[config.mk]
export PLATFORM = sky130hd
export DESIGN_NAME = bbus_arbiter
export DESIGN_NICKNAME = d
export VERILOG_FILES = /design/src/rtl/bbus_pkg.sv /design/src/rtl/bbus_phase_timer.sv /design/src/rtl/bbus_arbiter.sv
export SDC_FILE = /design/constraint.sdc
export NUM_CORES = 1
export LEC_CHECK = 0
export BUFFER_PORTS_ARGS = -buffer_cell sky130_fd_sc_hd__buf_2
export CAP_MARGIN = 15
export CORE_MARGIN = 1.5
export CORE_UTILIZATION = 47
export CTS_BUF_LIST = sky130_fd_sc_hd__clkbuf_16
export CTS_CLUSTER_SIZE = 25
export DETAILED_ROUTE_END_ITERATION = 16
export PLACE_DENSITY = 0.75
export SLEW_MARGIN = 15
export SYNTH_ARGS = -nofsm -noshare
export SYNTH_HDL_FRONTEND = slang
export SYNTH_SLANG_ARGS = --single-unit
[constraint.sdc]
create_clock -name clk -period 1.9 [get_ports clk]
set_input_delay 0.285 -clock clk [delete_from_list [all_inputs] [get_ports clk]]
set_output_delay 0.285 -clock clk [all_outputs]
set_load 0.03 [all_outputs]
[src/rtl/bbus_pkg.sv]
// rtl/bbus_pkg.sv - shared types and limits for the buffered device bus arbiter
package bbus_pkg;

    typedef enum logic [2:0] {
        IDLE,
        SETUP,
        STROBE,
        HOLD,
        DONE
    } state_t;

    typedef logic gnt_t;

    localparam gnt_t GNT_W = 1'b0;
    localparam gnt_t GNT_S = 1'b1;

    localparam int T_MIN = 1;
    localparam int T_MAX = 15;
    localparam int CNT_W = 4;

endpackage

[src/rtl/bbus_phase_timer.sv]
// rtl/bbus_phase_timer.sv - loadable down-counter that flags the last cycle of a bus phase
module bbus_phase_timer
    import bbus_pkg::*;
(
    input  logic             clk,
    input  logic             rst,
    input  logic             i_load,
    input  logic [CNT_W-1:0] i_load_val,
    output logic             o_zero
);

    logic [CNT_W-1:0] r_cnt;

    always_ff @(posedge clk) begin
        if (rst) begin
            r_cnt <= '0;
        end else if (i_load) begin
            r_cnt <= i_load_val;
        end else if (r_cnt != '0) begin
            r_cnt <= r_cnt - 1'b1;
        end
    end

    assign o_zero = (r_cnt == '0);

endmodule

[src/rtl/bbus_arbiter.sv]
// rtl/bbus_arbiter.sv - W5300/SL811 bus sharing with SETUP/STROBE/HOLD sequencing
// Optional BBUS_ARB_RR_EN selects round-robin tie-breaking instead of SL811 fixed priority.
module bbus_arbiter
    import bbus_pkg::*;
#(
    parameter int T_SETUP  = 1,
    parameter int T_STROBE = 3,
    parameter int T_HOLD   = 1
) (
    input  logic       clk,
    input  logic       rst,
    input  logic       w_req,
    input  logic       w_rnw,
    input  logic [9:0] w_addr,
    input  logic [7:0] w_wdata,
    output logic       w_ack,
    input  logic       s_req,
    input  logic       s_rnw,
    input  logic       s_a0,
    input  logic [7:0] s_wdata,
    output logic       s_ack,
    output logic [7:0] rdata,
    output logic       w5300_cs_n,
    output logic [9:0] w5300_addr,
    output logic       sl811_cs_n,
    output logic       sl811_a0,
    output logic       brd_n,
    output logic       bwr_n,
    input  logic [7:0] bd_in,
    output logic [7:0] bd_out,
    output logic       bd_oe
);

    generate
        if (T_SETUP < T_MIN || T_SETUP > T_MAX) begin : g_bad_setup
            $error("bbus_arbiter: T_SETUP must be within 1..15");
        end
        if (T_STROBE < T_MIN || T_STROBE > T_MAX) begin : g_bad_strobe
            $error("bbus_arbiter: T_STROBE must be within 1..15");
        end
        if (T_HOLD < T_MIN || T_HOLD > T_MAX) begin : g_bad_hold
            $error("bbus_arbiter: T_HOLD must be within 1..15");
        end
    endgenerate

    localparam logic [CNT_W-1:0] LD_SETUP  = CNT_W'(T_SETUP - 1);
    localparam logic [CNT_W-1:0] LD_STROBE = CNT_W'(T_STROBE - 1);
    localparam logic [CNT_W-1:0] LD_HOLD   = CNT_W'(T_HOLD - 1);

    state_t           r_state;
    state_t           w_nxt_state;
    logic             w_load;
    logic [CNT_W-1:0] w_load_val;
    logic             w_zero;
    gnt_t             r_gnt;
    gnt_t             w_gnt_new;
    gnt_t             w_gnt;
    logic             r_rnw;
    logic             w_cur_rnw;
    logic             w_accept;
    logic             w_busy_nxt;

    bbus_phase_timer u_timer (
        .clk        (clk),
        .rst        (rst),
        .i_load     (w_load),
        .i_load_val (w_load_val),
        .o_zero     (w_zero)
    );

`ifdef BBUS_ARB_RR_EN
    gnt_t r_last;

    always_comb begin
        w_gnt_new = s_req ? GNT_S : GNT_W;
        if (w_req && s_req) begin
            w_gnt_new = (r_last == GNT_S) ? GNT_W : GNT_S;
        end
    end

    // Starts as SL811 so the first tie after reset goes to the W5300.
    always_ff @(posedge clk) begin
        if (rst) begin
            r_last <= GNT_S;
        end else if (w_accept) begin
            r_last <= w_gnt_new;
        end
    end
`else
    assign w_gnt_new = s_req ? GNT_S : GNT_W;
`endif

    assign w_accept  = (r_state == IDLE) && (w_req || s_req);
    assign w_gnt     = w_accept ? w_gnt_new : r_gnt;
    assign w_cur_rnw = w_accept ? ((w_gnt_new == GNT_S) ? s_rnw : w_rnw) : r_rnw;

    always_comb begin
        w_nxt_state = r_state;
        w_load      = 1'b0;
        w_load_val  = '0;
        case (r_state)
            IDLE: begin
                if (w_req || s_req) begin
                    w_nxt_state = SETUP;
                    w_load      = 1'b1;
                    w_load_val  = LD_SETUP;
                end
            end
            SETUP: begin
                if (w_zero) begin
                    w_nxt_state = STROBE;
                    w_load      = 1'b1;
                    w_load_val  = LD_STROBE;
                end
            end
            STROBE: begin
                if (w_zero) begin
                    w_nxt_state = HOLD;
                    w_load      = 1'b1;
                    w_load_val  = LD_HOLD;
                end
            end
            HOLD: begin
                if (w_zero) begin
                    w_nxt_state = DONE;
                end
            end
            DONE:    w_nxt_state = IDLE;
            default: w_nxt_state = IDLE;
        endcase
    end

    assign w_busy_nxt = (w_nxt_state == SETUP) || (w_nxt_state == STROBE) ||
                        (w_nxt_state == HOLD);

    // Pin outputs are decoded from the next state so they change on the same edge as the FSM.
    always_ff @(posedge clk) begin
        if (rst) begin
            r_state    <= IDLE;
            r_gnt      <= GNT_W;
            r_rnw      <= 1'b0;
            w5300_cs_n <= 1'b1;
            sl811_cs_n <= 1'b1;
            brd_n      <= 1'b1;
            bwr_n      <= 1'b1;
            bd_oe      <= 1'b0;
            bd_out     <= '0;
            w5300_addr <= '0;
            sl811_a0   <= 1'b0;
            w_ack      <= 1'b0;
            s_ack      <= 1'b0;
            rdata      <= '0;
        end else begin
            r_state <= w_nxt_state;
            if (w_accept) begin
                r_gnt <= w_gnt_new;
                r_rnw <= w_cur_rnw;
                if (w_gnt_new == GNT_S) begin
                    sl811_a0 <= s_a0;
                end else begin
                    w5300_addr <= w_addr;
                end
                if (!w_cur_rnw) begin
                    bd_out <= (w_gnt_new == GNT_S) ? s_wdata : w_wdata;
                end
            end
            w5300_cs_n <= !(w_busy_nxt && (w_gnt == GNT_W));
            sl811_cs_n <= !(w_busy_nxt && (w_gnt == GNT_S));
            brd_n      <= !((w_nxt_state == STROBE) && w_cur_rnw);
            bwr_n      <= !((w_nxt_state == STROBE) && !w_cur_rnw);
            bd_oe      <= w_busy_nxt && !w_cur_rnw;
            w_ack      <= (w_nxt_state == DONE) && (w_gnt == GNT_W);
            s_ack      <= (w_nxt_state == DONE) && (w_gnt == GNT_S);
            if ((r_state == STROBE) && w_zero && r_rnw) begin
                rdata <= bd_in;
            end
        end
    end

endmodule

# Word level (Yosys, flattened, before mapping)
# Index checks and enable logic that the tools add are counted.
# Widths: inputs -> output; s select.
[word_totals] latchBits=0 wordCells=69 romBits=0 in_bits=41 reg_bits=43 ramBits=0 memories=0
[classes] n_addsub=1 n_eq_ne=7 order_cmp=0 muxes=17 shifts=0 multipliers=0 bitwise_logic=3 reduce_logical=26 n_div=0
[ops] operator="$eq 3x2->1 const B" count=4
[ops] operator="$mux 3" count=4
[ops] operator="$pmux 3 s4" count=1
[ops] operator="$logic_and 1x1->1" count=10
[ops] operator="$mux 4" count=2
[ops] operator="$mux 8" count=1
[ops] operator="$eq 3x1->1 const B" count=2
[ops] operator="$mux 1" count=6
[ops] operator="$reduce_and 2->1" count=3
[ops] operator="$logic_not 1->1" count=5
[ops] operator="$logic_not 4->1" count=1
[ops] operator="$mux 2" count=2
[ops] operator="$reduce_bool 4->1" count=1
[ops] operator="$sub 4x1->4 const B" count=1
[ops] operator="$eq 3x3->1 const B" count=1
[ops] operator="$logic_not 3->1" count=1
[ops] operator="$logic_or 1x1->1" count=3
[ops] operator="$not 1->1" count=3
[ops] operator="$pmux 1 s2" count=1
[ops] operator="$reduce_bool 2->1" count=1
[ops] operator="$reduce_or 2->1" count=1

# Longest topological paths before layout
[logic_depth] word_depth=8 mapped_depth=7

# By module
# A second synthesis with hierarchy kept.
[hier_totals] hier_cells=218 hier_area_um2=1919.3
[modules_own_cells] module="bbus_arbiter" cells_per_inst=194 instances=1 area_per_inst_um2=1690.4 seq_area_each_um2=780.7
[modules_own_cells] module="bbus_phase_timer" cells_per_inst=24 instances=1 area_per_inst_um2=229.0 seq_area_each_um2=80.1

# Least setup slack after synthesis
# No wires, ideal clock.
[synth_path] path_kind="register to register" start="register u_timer.r_cnt[0]" end="register bd_oe" required_time_ns=1.784 period_less_slack_ns=1.596 n_path_buf=1 setup_slack_ns=0.304 t_arrival_ns=1.480 path_stages_with_launch=8 cell_sequence="dfxtp_1 inv_1 ha_1 or3b_1 clkbuf_1 o21ai_1 nor2_1 o211a_1"
[synth_via] elab_chain_len=7 elab_cells_between_ends=11 classes_between="eq/ne (3); mux (4); reduce/logical (4)"
[synth_rtl] element="from (decl)" line="bbus_phase_timer.sv:12" source="logic [CNT_W-1:0] r_cnt;"
[synth_rtl] element="from (signal assigned)" line="bbus_phase_timer.sv:18" source="r_cnt <= i_load_val;"
[synth_rtl] element="from (signal assigned)" line="bbus_phase_timer.sv:20" source="r_cnt <= r_cnt - 1'b1;"
[synth_rtl] element="$logic_not 4->1 (*)" line="bbus_phase_timer.sv:24" source="assign o_zero = (r_cnt == '0);"
[synth_rtl] element="$mux 3, on equally long branches" line="bbus_arbiter.sv:124, bbus_arbiter.sv:110, bbus_arbiter.sv:117"
[synth_rtl] element="$pmux 3 s4 (*)" line="bbus_arbiter.sv:101" source="case (r_state)"
[synth_rtl] element="$eq 3x1->1 / $eq 3x2->1 (equally long branches)" line="bbus_arbiter.sv:133" source="assign w_busy_nxt = (w_nxt_state == SETUP) || (w_nxt_state == STROBE) ||"
[synth_rtl] element="$logic_or 1x1->1" line="bbus_arbiter.sv:133"
[synth_rtl] element="$logic_or 1x1->1 (*)" line="bbus_arbiter.sv:133"
[synth_rtl] element="$logic_and 1x1->1 (*)" line="bbus_arbiter.sv:171" source="bd_oe <= w_busy_nxt && !w_cur_rnw;"
[synth_rtl] element="to (signal assigned)" line="bbus_arbiter.sv:171"
[synth_rtl] element="to (decl)" line="bbus_arbiter.sv:31" source="output logic bd_oe"
# Every way passes the cells marked *; elsewhere a longest branch is shown, timed or not.
# A chain may end at the register's enable or synchronous reset.

# Final worst setup path
# Ends and elaborated chain as after synthesis.

==> results.json <==
{
  "tightest_slew_ns": 0.470,
  "post_drt_wl_per_cell_um": 12.0,
  "syn2layout_area_growth_pct": 30.4,
  "boundaryPins": 75,
  "ys_types": 37,
  "finalWirelength_mm": 3.91,
  "r2r_end": "bd_oe",
  "p_sw_frac": 0.371,
  "worstHoldPathType": "in -> reg",
  "rsz0062_at_grt": "false",
  "nFillCells": 345,
  "die_h_um": 64.9,
  "setup_tns_ns": 0,
  "status": "complete, no violations",
  "hold_viol": 0,
  "drtAntennaViolNets": 0,
  "r2r_slack_ns": 0.16,
  "cp-endpoint": "bd_oe",
  "most-common-layout-cells": "buf_2, dfxtp_1, nand2_1",
  "antenna_found_initial": 0,
  "io_buffers": 74,
  "crit_arrival_ns": 1.91,
  "design_area_mm2": 0.00235,
  "die_area_mm2": 0.00422,
  "rr_worst_depth": 6,
  "worstSkewPairLatency_ns": 0.29,
  "clk_pin_slew_ns": 0.06,
  "setup_viol": 0,
  "powerDensity_mw_per_mm2": 1480,
  "cts_root_buffer": "clkbuf_16",
  "ctsResizeCount": 0,
  "slew_headroom": 0.684,
  "first_global_vias": 1488,
  "regToRegStartpoint": "u_timer.r_cnt[0]",
  "drt-pass1-iter-count": 4,
  "critical_path_required_ns": 2.07,
  "cp-startpoint": "u_timer.r_cnt[0]",
  "startpoint_type": "flop",
  "ys_ff_latch": 43,
  "p_int_mw": 2.19,
  "combPwrFrac": 0.370,
  "worst_setup_path_end_kind": "flop",
  "die_w_um": 64.9,
  "dpl.hpwl_mm": 2.74,
  "cts_hold_buffers": 0,
  "htree_levels": 2,
  "design.core.area_mm2": 0.00366,
  "grt_max_degree": 30,
  "crit_type": "reg -> reg",
  "grtUsageTotal": 0.202,
  "num-nets-final": 319,
  "grt_pass1_wl_mm": 6.56,
  "drc_errors": 0,
  "layout_setup_ws_ns": 0.161,
  "min_period_over_period": 0.915,
  "cts_tree": "done",
  "dpl_worst_slack_ns": 0.145,
  "netlist_instances": 208,
  "drv_slew": 0,
  "yosysSeqAreaShare": 0.477,
  "syn-num-nets": 250,
  "yosysWarnings": 0,
  "clkSinkCount": 43,
  "max_freq_mhz": 575,
  "cts_setup_buffers": 0,
  "power_frac_seq": 0.352,
  "clkPwrFrac": 0.278,
  "cap_violations": 0,
  "cts_inserted_buffers": 5,
  "start_util": 0.492,
  "p_leak_nw": 1.05,
  "p_switching_mw": 1.29,
  "avgSynthCellArea_um2": 8.67,
  "post_dp_cell_area_mm2": 0.00217,
  "gp_congestion": 0.787,
  "drt-initial-drc-count": 98,
  "layout_commonest_cell": "buf_2",
  "fin_skew_ns": 0.00509,
  "finalCriticalPeriod_ns": 1.74,
  "vias": 1658,
  "vdd_ir_drop_max_mv": 0.675,
  "drt-vias-per-instance": 5.09,
  "cts_buffer_depth": 2,
  "grt_overflow_total": 0,
  "drive_above_1_share": 0.338,
  "mappedNetlistArea_mm2": 0.00180,
  "rows": 22,
  "finalPower_mw": 3.48,
  "insertedDiodeCount": 0,
  "cp_max_fo": 6
}
==> worst min-delay path by stage <==
stage | from | to | slack, ns | cells past startpoint
final | w_addr[7] | w5300_addr[7] | 0.23 | 3
after floorplan | r_rnw | brd_n | 0.40 | 1
after CTS | bd_in[4] | rdata[4] | 0.23 | 3
after global placement | r_rnw | brd_n | 0.43 | 1
after global routing | w_addr[6] | w5300_addr[6] | 0.23 | 3
after detailed placement | r_rnw | brd_n | 0.45 | 1
==> registers in the layout, summed over array words and instances (netlist names), 3 cells and up <==
register,flops
bd_out,8
u_timer.r_cnt,4
rdata,8
w5300_addr,10
r_state,3
==> cell families after synthesis <==
kind of cell,after synthesis,share of synthesized area
fa+ha+maj,1,0.00694
simple gates,74,0.201
compound gates,60,0.200
xor+xnor,2,0.00972
flops,43,0.477
mux,8,0.0444
buf+inv,20,0.0604
==> routing by layer <==
| layer | GRT usage | share of wire | up-vias |
|---|---|---|---|
| li1 | - | - | 860 |
| met4 | 0.0878 | 0.017 | 0 |
| met5 | 0 | 0 | - |
| met3 | 0.0677 | 0.077 | 7 |
| met1 | 0.248 | 0.44 | 729 |
| met2 | 0.320 | 0.46 | 62 |
==> metrics by stage <==
stage,hold slack (ns),util,cells
floorplan,0.397,-,208
global placement,0.431,0.593,318
detailed placement,0.452,0.593,318
CTS,0.229,0.639,326
global route,0.229,0.642,326
finish,0.234,0.642,326
==> final cells by class <==
| cell class | count | area, um2 | share of cell area |
|---|---|---|---|
| repair buffers | 78 | 400 | 0.170 |
| inverters | 4 | 15.0 | 0.00639 |
| clock buffers | 5 | 125 | 0.0532 |
| multi-input cells | 145 | 846 | 0.360 |
| clock inverters | 3 | 43.8 | 0.0186 |
| flip-flops and latches | 43 | 861 | 0.366 |
| well taps | 48 | 60.1 | 0.0255 |
==> cell usage after synthesis, drive strengths merged <==
cell,number,area [um2]
dfxtp,43,861
nand2,26,97.6
nor2,22,90.1
o21ai,22,110
a21oi,21,105
a211oi,9,77.6
buf,9,67.6
mux2i,8,80.1
clkbuf,7,26.3
nand3,6,30.0
nor3,6,35.0
inv,4,15.0
nand3b,3,22.5
nor2b,3,18.8
o21a,3,22.5
nand2b,2,12.5
a2111oi,1,10.0
a311o,1,10.0
a311oi,1,8.76
a31oi,1,6.26
and3,1,6.26
ha,1,12.5
nor4b,1,15.0
o211a,1,10.0
or2,1,6.26
or3,1,6.26
or3b,1,8.76
or4b,1,13.8
xnor2,1,8.76
xor2,1,8.76
==> critical path: stages (launching register included) <==
cell and delay [ns]:
dfxtp_1 0.33, inv_1 0.06, ha_1 0.24, or3b_1 0.50
o21ai_2 0.23, nor2_1 0.06, o211a_1 0.21
==> power groups by stage <==
stage                     logic (mW)  registers (mW)  clock network [mW]
final                           1.29            1.23               0.967
after global routing            1.42            1.26                1.02
after global placement          1.23            1.24                   0
after floorplan                0.769            1.47                   0
after detailed placement        1.26            1.24                   0
after CTS                       1.27            1.23               0.988
Power figures use the tool's default switching activity.
